--- src/rtl/load_store_unit.sv ---
// rtl/load_store_unit.sv - rysyCore data-memory load/store stage on a valid/ready bus.
// Optional misaligned-access trap: define LSU_MISALIGN_TRAP_EN.
module load_store_unit #(
  parameter int REG_LEN     = 32,
  parameter int BUS_TIMEOUT = 255
) (
  input  logic               clk,
  input  logic               rst_n,
  input  logic               req_load,
  input  logic               req_store,
  input  logic [2:0]         funct3,
  input  logic [REG_LEN-1:0] addr,
  input  logic [REG_LEN-1:0] wdata,
  output logic               bus_valid,
  output logic               bus_we,
  output logic [REG_LEN-1:0] bus_addr,
  output logic [3:0]         bus_be,
  output logic [REG_LEN-1:0] bus_wdata,
  input  logic               bus_ready,
  input  logic [REG_LEN-1:0] bus_rdata,
  output logic [REG_LEN-1:0] rd_mem,
  output logic               busy,
  output logic               done,
  output logic               bus_err,
  output logic               misalign
);

  localparam int CNT_W = (BUS_TIMEOUT > 0) ? $clog2(BUS_TIMEOUT + 1) : 1;

  typedef enum logic [1:0] {S_IDLE, S_REQ, S_DONE} state_t;

  state_t             r_state, w_next;
  logic               r_we, r_err;
  logic [2:0]         r_f3;
  logic [REG_LEN-1:0] r_addr, r_wdata;
  logic [CNT_W-1:0]   r_cnt;

  logic               w_req, w_valid, w_timeout, w_mis;
  logic [CNT_W-1:0]   w_cnt_inc;
  logic [3:0]         w_be;
  logic [REG_LEN-1:0] w_lane, w_load;
  logic [7:0]         w_byte;
  logic [15:0]        w_half;

  assign w_req     = req_load | req_store;
  assign w_valid   = (r_state == S_REQ);
  assign w_cnt_inc = r_cnt + 1'b1;
  assign w_timeout = (BUS_TIMEOUT != 0) && !bus_ready && (w_cnt_inc == CNT_W'(BUS_TIMEOUT));

`ifdef LSU_MISALIGN_TRAP_EN
  logic r_mis;
  // funct3[1:0]: 00 byte, 01 half, anything else is a word access
  assign w_mis    = ((funct3[1:0] == 2'b01) && addr[0]) || (funct3[1] && (addr[1:0] != 2'b00));
  assign misalign = (r_state == S_DONE) && r_mis;
`else
  assign w_mis    = 1'b0;
  assign misalign = 1'b0;
`endif

  always_ff @(posedge clk or negedge rst_n) begin
    if (!rst_n) r_state <= S_IDLE;
    else        r_state <= w_next;
  end

  always_comb begin
    w_next = r_state;
    case (r_state)
      S_IDLE:  if (w_req) w_next = w_mis ? S_DONE : S_REQ;
      S_REQ:   if (bus_ready || w_timeout) w_next = S_DONE;
      S_DONE:  w_next = S_IDLE;
      default: w_next = S_IDLE;
    endcase
  end

  always_comb begin
    w_be   = 4'b1111;
    w_lane = r_wdata;
    if (r_we) begin
      case (r_f3[1:0])
        2'b00: begin
          w_be   = 4'b0001 << r_addr[1:0];
          w_lane = {4{r_wdata[7:0]}};
        end
        2'b01: begin
          w_be   = r_addr[1] ? 4'b1100 : 4'b0011;
          w_lane = {2{r_wdata[15:0]}};
        end
        default: ;
      endcase
    end
  end

  always_comb begin
    case (r_addr[1:0])
      2'b00:   w_byte = bus_rdata[7:0];
      2'b01:   w_byte = bus_rdata[15:8];
      2'b10:   w_byte = bus_rdata[23:16];
      default: w_byte = bus_rdata[31:24];
    endcase
    w_half = r_addr[1] ? bus_rdata[31:16] : bus_rdata[15:0];
    case (r_f3[1:0])
      2'b00:   w_load = {{24{~r_f3[2] & w_byte[7]}}, w_byte};
      2'b01:   w_load = {{16{~r_f3[2] & w_half[15]}}, w_half};
      default: w_load = bus_rdata;
    endcase
  end

  assign bus_valid = w_valid;
  assign bus_we    = w_valid & r_we;
  assign bus_addr  = w_valid ? {r_addr[REG_LEN-1:2], 2'b00} : '0;
  assign bus_be    = w_valid ? w_be : 4'b0000;
  assign bus_wdata = (w_valid & r_we) ? w_lane : '0;
  assign busy      = ((r_state == S_IDLE) & w_req) | w_valid;
  assign done      = (r_state == S_DONE);
  assign bus_err   = (r_state == S_DONE) & r_err;

  always_ff @(posedge clk or negedge rst_n) begin
    if (!rst_n) begin
      r_we    <= 1'b0;
      r_err   <= 1'b0;
      r_f3    <= 3'b000;
      r_addr  <= '0;
      r_wdata <= '0;
      r_cnt   <= '0;
      rd_mem  <= '0;
`ifdef LSU_MISALIGN_TRAP_EN
      r_mis   <= 1'b0;
`endif
    end else begin
      case (r_state)
        S_IDLE: if (w_req) begin
          r_we    <= req_store;
          r_f3    <= funct3;
          r_addr  <= addr;
          r_wdata <= wdata;
          r_cnt   <= '0;
          r_err   <= 1'b0;
`ifdef LSU_MISALIGN_TRAP_EN
          r_mis   <= w_mis;
`endif
        end
        S_REQ: begin
          if (bus_ready) begin
            if (!r_we) rd_mem <= w_load;
          end else if (w_timeout) begin
            r_err <= 1'b1;
          end else begin
            r_cnt <= w_cnt_inc;
          end
        end
        default: ;
      endcase
    end
  end

endmodule

--- config.mk ---
export PLATFORM = sky130hd
export DESIGN_NAME = load_store_unit
export DESIGN_NICKNAME = d
export VERILOG_FILES = /design/src/rtl/load_store_unit.sv
export SDC_FILE = /design/constraint.sdc
export NUM_CORES = 1
export LEC_CHECK = 0
export CAP_MARGIN = 20
export CORE_UTILIZATION = 45
export DETAILED_ROUTE_END_ITERATION = 6
export PLACE_DENSITY_LB_ADDON = 0.2
export RECOVER_POWER = 50
export SYNTH_ARGS = -nofsm -noshare
export SYNTH_HDL_FRONTEND = slang
export SYNTH_SLANG_ARGS = --single-unit
--- constraint.sdc ---
create_clock -name clk -period 2.7 [get_ports clk]
set_clock_uncertainty 0.2 [all_clocks]
set_input_delay 0.54 -clock clk [delete_from_list [all_inputs] [get_ports clk]]
set_output_delay 0.54 -clock clk [all_outputs]
set_load 0.01 [all_outputs]
==> results.yml <==
finish:
  layout.cells.non_filler: 1079
  areaGrowthSynthToFinish_pct: 47.50
  multi_input_area_sq_um: 2644
  fillCellCount: 1014
  num-nets-final: 1012
  drive_gt1_share_pct: 7.355
  diodes: 0
  regArea_sq_um: 2781
route:
  vias: 5667
  avgViaCountPerCell: 5.252
  detail_route.first_pass.iterations: 6
  wl_per_cell_microns: 15.85
  ant_nets: 0
  drtIter0Drc: 515
  wl_microns: 17100
  drcViolationCount: 0
floorplan:
  die_area_sq_um: 13010
  rows: 40
  start_util_pct: 46.67
  io_pins: 210
  core_area_sq_um: 12110
  dieHeight_microns: 114.1
  die_w_microns: 114.1
placed_design:
  dp_cells: 1056
  dpl.hpwl_microns: 12200
  port_buffers: 206
  gp_congestion: 0.8763
sta:
  finalHoldViolCount: 0
  hold_ws_ps: 272.0
  fin_crit_ps: 2610
  fmax_ghz: 0.3831
  slew_viol_final: 0
  setup_viol_count_final: 0
  min_period_over_period_pct: 96.68
  maxSlewHeadroom_pct: 20.00
  worst_slew_pin_slew_ps: 1200
  rsz0062_at_grt: "false"
power:
  seqPwrFrac_pct: 32.5
  p_int_uw: 5480
  pwr-share-clk_pct: 14.9
  switchingPower_uw: 3762
  worst_ir_drop_vdd_uv: 624.8
  p_sw_share_pct: 40.71
  p_leak_uw: 0.004275
  pwr-share-comb_pct: 52.6
  powerDensity_nw_per_um2: 1108
run_status:
  status: "completed"
yosys:
  ys_types: 48
  async_flop_share_pct: 100.0
  yosys_warnings: 0
  ys_seq_elements: 111
  synth_cells: 705
  ys.flop_type: "dfrtp_1"
  ys_seq_area_share_pct: 49.14
  avgSynthCellArea_sq_um: 8.018
  synth_enable_flop_cells: 0
  syn_area_sq_um: 5653
clock_network:
  clk_pin_slew_worst_paths_ps: 70
  cts_max_level: 3
  clock_latency_ps: 360
  root_buffer: "clkbuf_16"
  clockBufferDepth: 2
  cts_num_sinks: 111
  cts_tree: "built"
  cts_inserted_buffers: 9
critical_path:
  cp_cell_sequence: "nand2b_1, inv_2, nand2_1, buf_4, a21oi_1, dlygate4sd2_1"
  cp-start-kind: "flip-flop"
  worst_path_largest_cell_delay_ps: 390
  path_delay_family: "buffers and inverters"
  critPathKind: "reg2out"
  crit_cells: 6
  required_ps: 1960
  crit_start: "r_state[1]"
  cp_slowest_cell: "dfrtp_1"
  ff2ff_path_depth: 7
  crit_buf_inv: 3
  worstPathArrival_ps: 1870
  reg2reg_to: "r_cnt[6]"
  r2r_slack_ps: 180
  crit_path_end_kind: "primary output"
  cp_max_fo: 15
  reg2reg_from: "r_cnt[0]"
hold_path:
  hold_class: "reg2reg"
  min_from: "r_addr[7]"
  hold_end: "r_addr[7]"
  whs_path_depth: 2
global_routing:
  grt_first_pass_wirelength_microns: 27190
  grt_usage_pct: 26.86
  antenna_found_initial: 0
  grt_max_degree: 72
  overflow: 0
  grt_pass1_vias: 5454
run:
  drv_cap: 0
kinds of logic (layout without fill, tap and decap cells):
logic type	count (synthesis)	count (layout)	synth area share (%)
simple gates	390	390	29.44
buf+inv	62	266	4.604
fa+ha+maj	2	2	0.4426
flops	111	111	49.14
other cells	1	3	0.06634
compound gates	115	115	11.93
xor+xnor	3	3	0.4649
mux	21	21	3.918
placed cells by master (no fill, tap or decap), drive strengths merged, types with 2 or more instances in the layout:
master / synthesis / final
a211o: 2 / 2
a211oi: 2 / 2
a21o: 3 / 3
a21oi: 72 / 72
a221oi: 8 / 8
a22o: 2 / 2
a31oi: 2 / 2
and2: 32 / 32
and3: 8 / 8
buf: 13 / 27
clkbuf: 38 / 20
clkdlybuf4s50: 0 / 134
conb: 1 / 3
dfrtp: 111 / 111
dlygate4sd2: 0 / 24
dlygate4sd3: 0 / 26
dlymetal6s2s: 0 / 22
ha: 2 / 2
inv: 11 / 11
mux2: 9 / 9
mux2i: 12 / 12
nand2: 247 / 247
nand2b: 7 / 7
nand3: 8 / 8
nor2: 67 / 67
nor2b: 3 / 3
nor3: 4 / 4
nor3b: 8 / 8
o21a: 2 / 2
o21ai: 15 / 15
xor2: 2 / 2
sequential cells by signal, summed over array words and instances, names as in the netlist:
| signal | count |
|---|---|
| r_addr | 32 |
| r_cnt | 8 |
| r_err | 1 |
| r_f3 | 3 |
| r_state | 2 |
| r_wdata | 32 |
| r_we | 1 |
| rd_mem | 32 |
routing by layer:
| metal | wire length (microns) | share of wire [%] | GRT usage, % | vias up |
|---|---|---|---|---|
| li1 | - | - | - | 2691 |
| met1 | 7038 | 41 | 34.71 | 2709 |
| met2 | 8450 | 49 | 43.80 | 238 |
| met3 | 1159 | 6.8 | 5.188 | 29 |
| met4 | 452 | 2.6 | 12.38 | 0 |
| met5 | 0 | 0 | 0 | - |
stage by stage:
step / instance area (sq um) / TNS (ps) / total power (uW) / worst slack, ps / utilization [%]
floorplan: 5660 / 0 / 5553 / 341.3 / -
global placement: 7950 / -2654 / 7800 / -170.5 / 65.64
detailed placement: 7950 / -4775 / 7933 / -332.4 / 65.64
CTS: 8255 / 0 / 9306 / 6.234 / 68.16
global route: 8338 / 0 / 9901 / 1.127 / 68.84
finish: 8338 / 0 / 9242 / 89.77 / 68.84
tightest hold or removal path: stages (launching register included):
cell,delay (ps)
dfrtp_1,340
nand2_1,50
nand2_1,50
synthesized netlist by cell type (7+ instances only):
master,n,share of area [%]
a21oi_1,72,6.4
a221oi_1,8,1.2
and2_1,32,3.5
and3_1,8,0.89
clkbuf_1,37,2.5
dfrtp_1,111,49
inv_1,11,0.73
mux2_2,9,1.8
mux2i_1,12,2.1
nand2_1,247,16
nand2b_1,7,0.77
nand3_1,7,0.62
nor2_1,67,4.4
nor3b_1,8,1.1
o21ai_0,13,1.2
worst max-delay path by stage:
stage | slack, ps | endpoint
2_1_floorplan | 340 | r_cnt[6]
4_1_cts | 6 | bus_wdata[2]
3_5_place_dp | -330 | rd_mem[24]
3_3_place_gp | -170 | rd_mem[26]
6_report | 90 | bus_wdata[14]
5_1_grt | 1 | bus_be[2]
repair_timing:
item | 4_1_cts | 5_1_grt
endpoints found under the setup margin | 56 | 33
hold endpoints to repair | 32 | 0
hold buffers | 1 | 0
gates resized for setup | 32 | 25
gates cloned | 0 | 1
buffers inserted | 0 | 4
area by class of cell:
class	instances	area share, %
Sequential cell	111	33.36
Multi-Input combinational cell	534	31.71
Tap cell	168	2.521
Inverter	11	0.4952
Clock inverter	2	0.4652
Clock buffer	14	3.166
Timing Repair Buffer	239	28.29
power groups by stage:
stage / sequential, uW / combinational [uW] / clock, uW
after floorplan: 2950 / 2610 / 0
after global placement: 2990 / 4810 / 0
after detailed placement: 3030 / 4900 / 0
after CTS: 3010 / 4900 / 1400
after global routing: 3100 / 5350 / 1450
final: 3010 / 4860 / 1380
Note: power is estimated with default switching activity, not from simulation.
